--- src/rtl/adc_responder_if.sv ---
// adc_responder_if
// Handshake bundle between the transient-capture block (master) and the
// ADC responder (slave).
//   req : conversion request, level, four-phase      (master -> slave)
//   rst : ADC soft reset, synchronous, active-high    (master -> slave)
//   rdy : sample valid, held until req falls          (slave -> master)
//   dat : sample value, stable while rdy is high      (slave -> master)
interface adc_responder_if #(
  parameter int DATA_W = 8
) ();
  logic              req;
  logic              rst;
  logic              rdy;
  logic [DATA_W-1:0] dat;

  modport master (output req, output rst, input rdy, input dat);
  modport slave  (input req, input rst, output rdy, output dat);
endinterface

--- src/rtl/adc_responder.sv ---
// adc_responder
// Stand-in for the 8-bit ADC behind the capture block. Each four-phase
// request is answered LATENCY edges later with the next entry of a loadable
// waveform table; the table index advances when the request is released.
// Ports:
//   clk     : system clock, rising edge
//   reset   : asynchronous active-high reset (table contents survive it)
//   adc     : handshake bundle (req/rst in, rdy/dat out)
//   ld_en   : table write strobe
//   ld_addr : table write address
//   ld_dat  : table write data
//   idx     : table index of the next sample to be served
//   wrap    : one-cycle pulse when idx rolls over from DEPTH-1 to 0
//   busy    : high while converting or holding a sample
module adc_responder #(
  parameter int DATA_W  = 8,
  parameter int DEPTH   = 64,
  parameter int ADDR_W  = 6,
  parameter int LATENCY = 3
) (
  input  logic              clk,
  input  logic              reset,
  adc_responder_if.slave    adc,
  input  logic              ld_en,
  input  logic [ADDR_W-1:0] ld_addr,
  input  logic [DATA_W-1:0] ld_dat,
  output logic [ADDR_W-1:0] idx,
  output logic              wrap,
  output logic              busy
);

  typedef enum logic [1:0] {IDLE, CONV, DONE} state_t;

  localparam logic [3:0]        LAT_M1 = 4'(LATENCY - 1);
  localparam logic [ADDR_W-1:0] LAST   = ADDR_W'(DEPTH - 1);

  state_t            state;
  state_t            state_nx;
  logic [3:0]        cnt;
  logic [3:0]        cnt_nx;
  logic [ADDR_W-1:0] idx_nx;
  logic              wrap_nx;
  logic              latch;
  logic [DATA_W-1:0] dat_q;
  logic [DATA_W-1:0] table_mem [DEPTH];

  // Next-state and datapath decisions. Soft reset overrides everything and
  // deliberately leaves dat alone; a request that drops during conversion
  // aborts without touching idx.
  always_comb begin
    state_nx = state;
    cnt_nx   = cnt;
    idx_nx   = idx;
    wrap_nx  = 1'b0;
    latch    = 1'b0;
    if (adc.rst) begin
      state_nx = IDLE;
      cnt_nx   = '0;
      idx_nx   = '0;
    end else begin
      case (state)
        IDLE: begin
          if (adc.req) begin
            state_nx = CONV;
            cnt_nx   = LAT_M1;
          end
        end
        CONV: begin
          if (!adc.req) begin
            state_nx = IDLE;
            cnt_nx   = '0;
          end else if (cnt == 4'd0) begin
            state_nx = DONE;
            latch    = 1'b1;
          end else begin
            cnt_nx = cnt - 4'd1;
          end
        end
        DONE: begin
          if (!adc.req) begin
            state_nx = IDLE;
            idx_nx   = idx + ADDR_W'(1);
            wrap_nx  = (idx == LAST);
          end
        end
        default: state_nx = IDLE;
      endcase
    end
  end

  // State register.
  always_ff @(posedge clk or posedge reset) begin
    if (reset) state <= IDLE;
    else       state <= state_nx;
  end

  // Counter, index, wrap pulse and output sample. The sample is read from the
  // table with the pre-edge contents, so a same-edge write to the same
  // address is not seen until the next pass.
  always_ff @(posedge clk or posedge reset) begin
    if (reset) begin
      cnt   <= '0;
      idx   <= '0;
      wrap  <= 1'b0;
      dat_q <= '0;
    end else begin
      cnt  <= cnt_nx;
      idx  <= idx_nx;
      wrap <= wrap_nx;
      if (latch) dat_q <= table_mem[idx];
    end
  end

  // Waveform table; never reset so a loaded pattern survives both resets.
  always_ff @(posedge clk) begin
    if (ld_en) table_mem[ld_addr] <= ld_dat;
  end

  assign adc.rdy = (state == DONE);
  assign adc.dat = dat_q;
  assign busy    = (state != IDLE);

endmodule

--- src/flat_wrapper.sv ---
// flat-port wrapper written by rule: the top's interface ports become plain ports
module adc_responder_flat 
#(
  parameter int DATA_W  = 8,
  parameter int DEPTH   = 64,
  parameter int ADDR_W  = 6,
  parameter int LATENCY = 3
)
  (clk, reset, ld_en, ld_addr, ld_dat, idx, wrap, busy, adc_req, adc_rst, adc_rdy, adc_dat);
  adc_responder_if #(.DATA_W(DATA_W)) adc_i ();
  input  logic clk;
  input  logic reset;
  input  logic ld_en;
  input  logic [ADDR_W-1:0] ld_addr;
  input  logic [DATA_W-1:0] ld_dat;
  output logic [ADDR_W-1:0] idx;
  output logic wrap;
  output logic busy;
  input wire logic [$bits(adc_i.req)-1:0] adc_req;
  input wire logic [$bits(adc_i.rst)-1:0] adc_rst;
  output wire logic [$bits(adc_i.rdy)-1:0] adc_rdy;
  output wire logic [$bits(adc_i.dat)-1:0] adc_dat;
  assign adc_i.req = adc_req;
  assign adc_i.rst = adc_rst;
  assign adc_rdy = adc_i.rdy;
  assign adc_dat = adc_i.dat;
  adc_responder #(.DATA_W(DATA_W), .DEPTH(DEPTH), .ADDR_W(ADDR_W), .LATENCY(LATENCY)) u_core (.clk(clk), .reset(reset), .adc(adc_i), .ld_en(ld_en), .ld_addr(ld_addr), .ld_dat(ld_dat), .idx(idx), .wrap(wrap), .busy(busy));
endmodule
--- config.mk ---
export PLATFORM = sky130hd
export DESIGN_NAME = adc_responder_flat
export DESIGN_NICKNAME = d
export VERILOG_FILES = /design/src/rtl/adc_responder_if.sv /design/src/rtl/adc_responder.sv /design/src/flat_wrapper.sv
export SDC_FILE = /design/constraint.sdc
export NUM_CORES = 1
export LEC_CHECK = 0
export BUFFER_PORTS_ARGS = -buffer_cell sky130_fd_sc_hd__buf_4
export CORE_MARGIN = 4
export CORE_UTILIZATION = 70
export CTS_BUF_LIST = sky130_fd_sc_hd__clkbuf_8
export CTS_CLUSTER_DIAMETER = 40
export DETAILED_ROUTE_END_ITERATION = 16
export PLACE_DENSITY = 0.91
export SLEW_MARGIN = 0
export SYNTH_ARGS = -nofsm -noshare
export SYNTH_HDL_FRONTEND = slang
export SYNTH_SLANG_ARGS = --single-unit
--- constraint.sdc ---
create_clock -name clk -period 3.6 [get_ports clk]
set_input_delay 0.54 -clock clk [delete_from_list [all_inputs] [get_ports clk]]
set_output_delay 0.54 -clock clk [all_outputs]
set_load 0.03 [all_outputs]
* Word-level counts from Yosys, hierarchy flattened
Memory sizes are Yosys's and may differ from the RTL's. A register that Yosys moved wholly into a read port is not among the register bits. Index checks and enable logic that the tools add are counted.
Operators by class: $add $sub $neg 2, equal/unequal tests 8, muxes and demuxes 23, reduce and logical (&&, ||, !) cells 8
Operators by type and width (count):
- $mux 6 | 3
- $mux 4 | 4
- $mux 2 | 5
- $mux 1 | 9
- $pmux 4 s2 | 1
- $add 6x1->6 const B | 1
- $eq 6x6->1 const B | 1
- $ne 3x3->1 const B | 2
- $pmux 2 s3 | 1
- $reduce_and 3->1 | 2
- $logic_not 4->1 | 1
- $ne 4x3->1 const B | 1
- $ne 4x4->1 const B | 1
- $reduce_bool 2->1 | 2
- $sub 4x1->4 const B | 1
- $reduce_bool 3->1 | 1
- $eq 2x1->1 const B | 1
- $eq 2x2->1 const B | 1
- $logic_not 2->1 | 1
- $ne 2x1->1 const B | 1
- $reduce_and 2->1 | 1
Word-level totals: bits in registers 13, RAM bits 512, bits of input ports 19, output and inout port bits 17, word-level logic and storage cells 46, memories kept 1
Memories:
- u_core.table_mem | words 64, bits a word 8, rd ports 1, clocked after Yosys merged registers in 1, write ports 1, RTL line adc_responder.sv:45 | logic [DATA_W-1:0] table_mem [DEPTH];

* Longest topological paths before layout
Gate-level depths: netlist of run 1.
depth in word-level cells 5, mapped depth 10, depth with buffers taken out 7

* Worst setup path before layout of run 1
Ideal clock, no wire load.
kind register to register, from register u_core.idx[1], to register u_core.dat_q[5], in the netlist u_core.adc.dat[5], read port of u_core.table_mem, setup time 0.150 ns, arrival time 2.230 ns, required time 3.450 ns, slack 1.220 ns, stages on the path, launching flop included 9, buffers on the path 4, clock period less this slack 2.380 ns, cells stage by stage dfrtp_1 buf_2 buf_4 buf_4 buf_2 mux4_2 o2bb2ai_1 a222oi_1 a41oi_1
RTL lines:
- start, declared | RTL line adc_responder.sv:27 | output logic [ADDR_W-1:0] idx,
- start signal, assigned | RTL line adc_responder.sv:108 | idx <= idx_nx;
- end, declared | RTL line adc_responder.sv:44 | logic [DATA_W-1:0] dat_q;

==> flow_metrics.py, run 1 <==
metrics = {
    "outcome": {
        "status": "complete, no violations",
    },
    "timing": {
        "fmax_mhz": 313,
        "worst_pin_slew_ns": 1.04,
        "setup_viol": 0,
        "finalMaxSlewViolations": 0,
        "period_share": 0.887,
        "slew_headroom": 0.309,
        "rsz0062_at_grt": "no",
        "fin_setup_tns_ns": 0,
        "finalClockSkew_ns": 0.0296,
        "hold_slack_ns": 0.171,
        "final_hold_viol_count": 0,
        "period_needed_ns": 3.19,
    },
    "floorplanning": {
        "core_area_sq_um": 29600,
        "design.die.area_sq_um": 32800,
        "die_x_um": 181,
        "start_util": 0.709,
        "die_h_um": 181,
        "rows": 63,
        "ios": 36,
    },
    "setup_path": {
        "worstPathMaxFanout": 60,
        "critPathArrivalTime_ns": 3.62,
        "cpPeakStageDelay_ns": 0.87,
        "crit_path_end_kind": "flip-flop",
        "reg2reg_depth": 6,
        "path_class": "reg -> reg",
        "r2r_slack_ns": 0.41,
        "required_ns": 4.03,
        "r2r_start": "u_core.idx[0]",
        "cp-start-kind": "flip-flop",
        "crit_chain": "buf_12, mux4_2, inv_1, o2bb2ai_1, a222oi_1, a41oi_1",
        "slowest_stage": "dfrtp_4",
        "startpoint": "u_core.idx[0]",
        "crit_end": "u_core.adc.dat[0]",
        "rr_endpoint": "u_core.adc.dat[0]",
    },
    "synth": {
        "synth_cell_types": 57,
        "synth-simple-area-share": 0.0376,
        "synth.most_common_cell": "edfxtp_1",
        "synth-adder-area-share": 0.00179,
        "async_flop_share": 0.0394,
        "syn_inst": 1034,
        "synth_compound_area_frac": 0.0330,
        "netlist_area_sq_um": 21000,
        "synth.avg_cell_area_sq_um": 20.3,
        "muxShareOfSynthArea": 0.148,
        "synthTopCellsByArea": "edfxtp_1 73%, mux4_2 12%, dfrtp_1 2.5%",
        "yosys.area.top_type": "edfxtp_1",
        "synth_common_cells": "512 x edfxtp_1, 113 x mux4_2, 90 x nor2_1",
        "synth_top_area_share": 0.733,
        "synth_edf_count": 512,
        "synth-seq-cells": 533,
        "synth_nets": 1056,
        "seq_area_frac_synth": 0.758,
        "ys_warn_count": 0,
        "ys.flop_type": "edfxtp_1",
        "synth_top_family_by_area": "multiplexers",
        "synth_xor_area_frac": 0.00209,
    },
    "detailed_routing": {
        "detail-route-antenna-nets": 0,
        "wl_mm": 49.4,
        "drc": 0,
        "initialDrtViolationCount": 2049,
        "first_pass_iters": 6,
        "viasPerCell": 7.26,
        "wl_per_cell_um": 31.5,
        "vias": 11396,
    },
    "grt": {
        "grt_pass1_vias": 11596,
        "busiest_layer": "met2",
        "grt_use_total": 0.307,
        "grt_max_degree": 65,
        "met3_usage": 0.0825,
        "grt_overflow": 0,
        "grt_util_met1": 0.432,
        "antenna_found_initial": 2,
        "grt_pass1_wl_mm": 74.6,
        "met2_usage": 0.477,
    },
    "cts": {
        "path_clk_slew_ns": 0.06,
        "cts_hold_buffers": 0,
        "cts.sinks": 533,
        "cts_buffer_depth": 3,
        "cts_root_buf": "clkbuf_8",
        "tritoncts": "built",
        "cts-htree-levels": 3,
        "cts_resized": 0,
        "cts_buffers": 81,
        "clk_latency_ns": 0.61,
        "postCtsSetupRepairBufs": 0,
    },
    "power": {
        "p_per_area_nw_per_um2": 512,
        "p_leak_nw": 7.18,
        "ir_drop_mv": 0.330,
        "clkPwrFrac": 0.376,
        "power_frac_seq": 0.588,
        "p_int_mw": 9.21,
        "p_switching_mw": 2.59,
        "switching_share": 0.219,
        "p_comb_frac": 0.036,
    },
    "layout": {
        "antenna_cells": 0,
        "final_core_util": 0.779,
        "multi_input_area_sq_um": 4670,
        "fin_nets": 1142,
        "regArea_sq_um": 15900,
        "finish.instance_area_sq_um": 23000,
        "fillers": 1370,
        "area_growth_pct": 9.81,
        "layout-drive-gt1-share": 0.238,
    },
    "worst_hold_path": {
        "holdCritPathClass": "in -> async",
    },
    "job": {
        "cap_violations": 0,
    },
    "placed_design": {
        "hpwl_mm": 27.9,
        "finalWeightedCongestion": 0.913,
        "post_dp_cell_area_sq_um": 21600,
        "numPortBuffers": 35,
    },
}
## routing by layer
layer | vias to the layer above | wire length (um)
met5 | - | 29
met4 | 4 | 2320
met3 | 211 | 6500
met2 | 1049 | 23700
met1 | 5685 | 16800
li1 | 4447 | -
## power by group through the flow
| stage | logic (mW) | clock network (mW) | registers [mW] |
|---|---|---|---|
| 2_1_floorplan | 0.153 | 0 | 7.08 |
| 3_3_place_gp | 0.396 | 0 | 7.05 |
| 3_5_place_dp | 0.419 | 0 | 7.06 |
| 4_1_cts | 0.423 | 4.44 | 6.93 |
| 5_1_grt | 0.449 | 4.77 | 6.93 |
| 6_report | 0.426 | 4.43 | 6.93 |
## critical path: cells and delay by family, from the launching register on
kind                   cells  cell delay (ns)
AOI/OAI and AO/OA          3             1.03
muxes                      1             0.58
buffers and inverters      2             0.54
DFF                        1             0.87
## flip-flops by register name, summed over array words and instances, names as in the netlist
| name | cells |
|---|---|
| u_core.table_mem | 512 |
| u_core.cnt | 4 |
| u_core.state | 2 |
| u_core.wrap | 1 |
| u_core.idx | 6 |
| u_core.adc.dat | 8 |
## worst min path at each step
stage                        end  slack (ns)              start  cells after the start
2_1_floorplan  u_core.adc.dat[0]        0.52              reset                      1
3_3_place_gp   u_core.adc.dat[3]        0.51  u_core.adc.dat[3]                      1
4_1_cts            u_core.cnt[2]        0.19              reset                      2
5_1_grt            u_core.idx[1]        0.23            adc_rst                      2
6_report           u_core.cnt[3]        0.17              reset                      2
3_5_place_dp   u_core.adc.dat[3]        0.55  u_core.adc.dat[3]                      1
## final cells by class
type | count | share of cell area
clock inverter | 59 | 0.0118
timing repair buffer | 60 | 0.0217
multi-input combinational | 435 | 0.203
tap | 390 | 0.0212
clock buffer | 83 | 0.0496
inverter | 9 | 0.00147
sequential | 533 | 0.691
## cell families after synthesis
logic type | after synthesis
adders and majority gates | 3
muxes | 166
DFF | 533
AOI/OAI and AO/OA | 91
and+or+nand+nor | 170
xor gates and xnor gates | 5
buffers and inverters | 66
## cell usage in the layout, fill, tap and decap left out, types with 4 or more instances in the layout
| cell | Yosys | routed |
|---|---|---|
| edfxtp_1 | 512 | 512 |
| mux4_2 | 113 | 113 |
| nor2_1 | 90 | 90 |
| clkbuf_8 | 0 | 83 |
| buf_4 | 10 | 56 |
| mux2i_1 | 48 | 48 |
| inv_1 | 9 | 43 |
| nand2_1 | 18 | 18 |
| dfrtp_1 | 21 | 18 |
| clkinv_1 | 0 | 14 |
| a21oi_1 | 13 | 13 |
| nor2b_1 | 12 | 12 |
| nand3_1 | 12 | 12 |
| o22ai_1 | 10 | 10 |
| nor3_1 | 10 | 10 |
| a22oi_1 | 10 | 10 |
| a211oi_1 | 9 | 9 |
| o221ai_1 | 6 | 6 |
| o21ai_0 | 6 | 6 |
| clkinv_2 | 0 | 6 |
| o22a_1 | 5 | 5 |
| nand3b_1 | 4 | 4 |
| nand2b_1 | 4 | 4 |
| and3_1 | 4 | 4 |
| a222oi_1 | 4 | 4 |
| a41oi_1 | 4 | 4 |
| nand4_1 | 4 | 4 |
| xor2_1 | 4 | 4 |
| buf_12 | 1 | 4 |
## stage by stage
stage	power, mW	std cells	setup WS, ns
6_report	11.8	1569	0.407
5_1_grt	12.1	1569	0.187
4_1_cts	11.8	1569	0.370
3_5_place_dp	7.47	1427	0.403
3_3_place_gp	7.45	1427	0.405
2_1_floorplan	7.23	1034	1.22
Note: power is estimated with default switching activity, not from simulation.
==> inputs of run 2 (changes only) <==
MAX_ROUTING_LAYER = met4   (was default)
==> run 2 against run 1 <==
Fmax down 1.5%. Non-clock buffer count did not move. Sequential share of layout area is essentially flat. Critical path depth is the same. Sequential power hardly changed. Register-to-register slack worse by 0.05 ns. Critical path type unchanged. Highest routed layer is now met4. Wire length down 0.60%. Setup slack worse by 0.047 ns. Cell area about the same. Power hardly changed.
==> flow_metrics.py, run 2 (synthesis results as in run 1) <==
metrics = {
    "outcome": {
        "status": "complete, no violations",
    },
    "layout": {
        "largest_register": "u_core.table_mem",
        "final_core_util": 0.779,
        "largest_register_ffs": 512,
        "fin_nets": 1142,
        "final_common_cell": "edfxtp_1",
        "layout-drive-gt1-share": 0.238,
        "final_cell_mix": "512 x edfxtp_1, 113 x mux4_2, 90 x nor2_1, 83 x clkbuf_8, 56 x buf_4",
        "fillers": 1369,
        "area_growth_pct": 9.84,
    },
    "timing": {
        "hold_slack_ns": 0.175,
        "rsz0062_at_grt": "no",
        "finalClockSkew_ns": 0.0297,
        "final_hold_viol_count": 0,
        "slew_headroom": 0.282,
        "fmax_mhz": 309,
        "setup_ws_ns": 0.360,
        "period_needed_ns": 3.24,
        "fin_setup_tns_ns": 0,
        "setup_viol": 0,
        "finalMaxSlewViolations": 0,
        "period_share": 0.900,
        "worst_pin_slew_ns": 1.08,
    },
    "floorplanning": {
        "ios": 36,
        "design.die.area_sq_um": 32800,
        "core_area_sq_um": 29600,
        "die_h_um": 181,
        "start_util": 0.709,
        "die_x_um": 181,
        "rows": 63,
    },
    "placed_design": {
        "dp_slack_ns": 0.403,
        "hpwl_mm": 27.9,
        "finalWeightedCongestion": 0.929,
        "numPortBuffers": 35,
    },
    "cts": {
        "cts_buffer_depth": 3,
        "path_clk_slew_ns": 0.06,
        "postCtsSetupRepairBufs": 0,
        "clk_latency_ns": 0.61,
        "cts_resized": 0,
        "cts_root_buf": "clkbuf_8",
        "cts_hold_buffers": 0,
        "cts.sinks": 533,
        "cts-htree-levels": 3,
        "tritoncts": "built",
        "cts_buffers": 81,
    },
    "job": {
        "cap_violations": 0,
    },
    "setup_path": {
        "required_ns": 4.02,
        "rr_endpoint": "u_core.adc.dat[6]",
        "cp-start-kind": "flip-flop",
        "crit_end": "u_core.adc.dat[6]",
        "cpPeakStageDelay_ns": 0.88,
        "slowest_stage": "dfrtp_4",
        "startpoint": "u_core.idx[0]",
        "crit_chain": "buf_12, mux4_2, inv_1, o2bb2ai_1, a222oi_1, a41oi_1",
        "path_class": "reg -> reg",
        "critPathArrivalTime_ns": 3.66,
        "r2r_start": "u_core.idx[0]",
        "r2r_slack_ns": 0.36,
        "worstPathMaxFanout": 60,
        "reg2reg_depth": 6,
        "crit_path_end_kind": "flip-flop",
    },
    "grt": {
        "grt_pass1_wl_mm": 74.5,
        "grt_max_degree": 65,
        "antenna_found_initial": 2,
        "grt_use_total": 0.316,
        "grt_pass1_vias": 11567,
        "grt_overflow": 0,
    },
    "detailed_routing": {
        "viasPerCell": 7.22,
        "wl_mm": 49.1,
        "wl_per_cell_um": 31.2,
        "detail-route-antenna-nets": 0,
        "drc": 0,
        "vias": 11349,
        "first_pass_iters": 8,
        "initialDrtViolationCount": 2213,
    },
    "worst_hold_path": {
        "holdCritPathClass": "in -> async",
    },
    "power": {
        "p_leak_nw": 7.18,
        "fin_total_pwr_mw": 11.8,
        "ir_drop_mv": 0.332,
        "p_per_area_nw_per_um2": 512,
    },
}
-- run 2: changes by cell type in the layout (fill, tap and decap cells not counted) --
cell,delta
diode_2,+2
-- run 2: routing by layer --
metal	track usage	share of wire
met5	-	0
met4	0.120	0.046
met3	0.0769	0.13
met2	0.476	0.48
met1	0.434	0.35
-- run 2: stage by stage --
stage,instances,area [sq um]
floorplan,1034,21000
global placement,1427,21600
detailed placement,1427,21600
CTS,1569,23000
global route,1571,23000
finish,1571,23000
-- run 2: worst min-delay path by stage --
stage	depth (start not counted)	start	end	slack, ns
4_1_cts	2	reset	u_core.cnt[2]	0.19
3_5_place_dp	1	u_core.adc.dat[3]	u_core.adc.dat[3]	0.55
6_report	2	reset	u_core.cnt[3]	0.18
2_1_floorplan	1	reset	u_core.adc.dat[0]	0.52
3_3_place_gp	1	u_core.adc.dat[3]	u_core.adc.dat[3]	0.51
5_1_grt	2	adc_rst	u_core.idx[1]	0.23
-- run 2: report_power, final --
part           internal, mW  switching (mW)
logic                 0.130           0.295
clock network          2.21            2.23
registers              6.87          0.0608
-- run 2: cell type report --
type	count	area [sq um]	area share
tap	390	488	0.0212
clock buffer	83	1140	0.0496
sequential	533	15900	0.691
clock inverter	59	272	0.0118
timing repair buffer	60	500	0.0217
inverter	9	33.8	0.00147
multi-input combinational	435	4670	0.203
antenna	2	5.00	0.000217
-- run 2: worst max-delay path, delay by kind of cell (launching register included) --
kind,cells,cell delay (ns)
mux,1,0.55
buf+inv,2,0.54
compound gates,3,1.07
flops,1,0.88
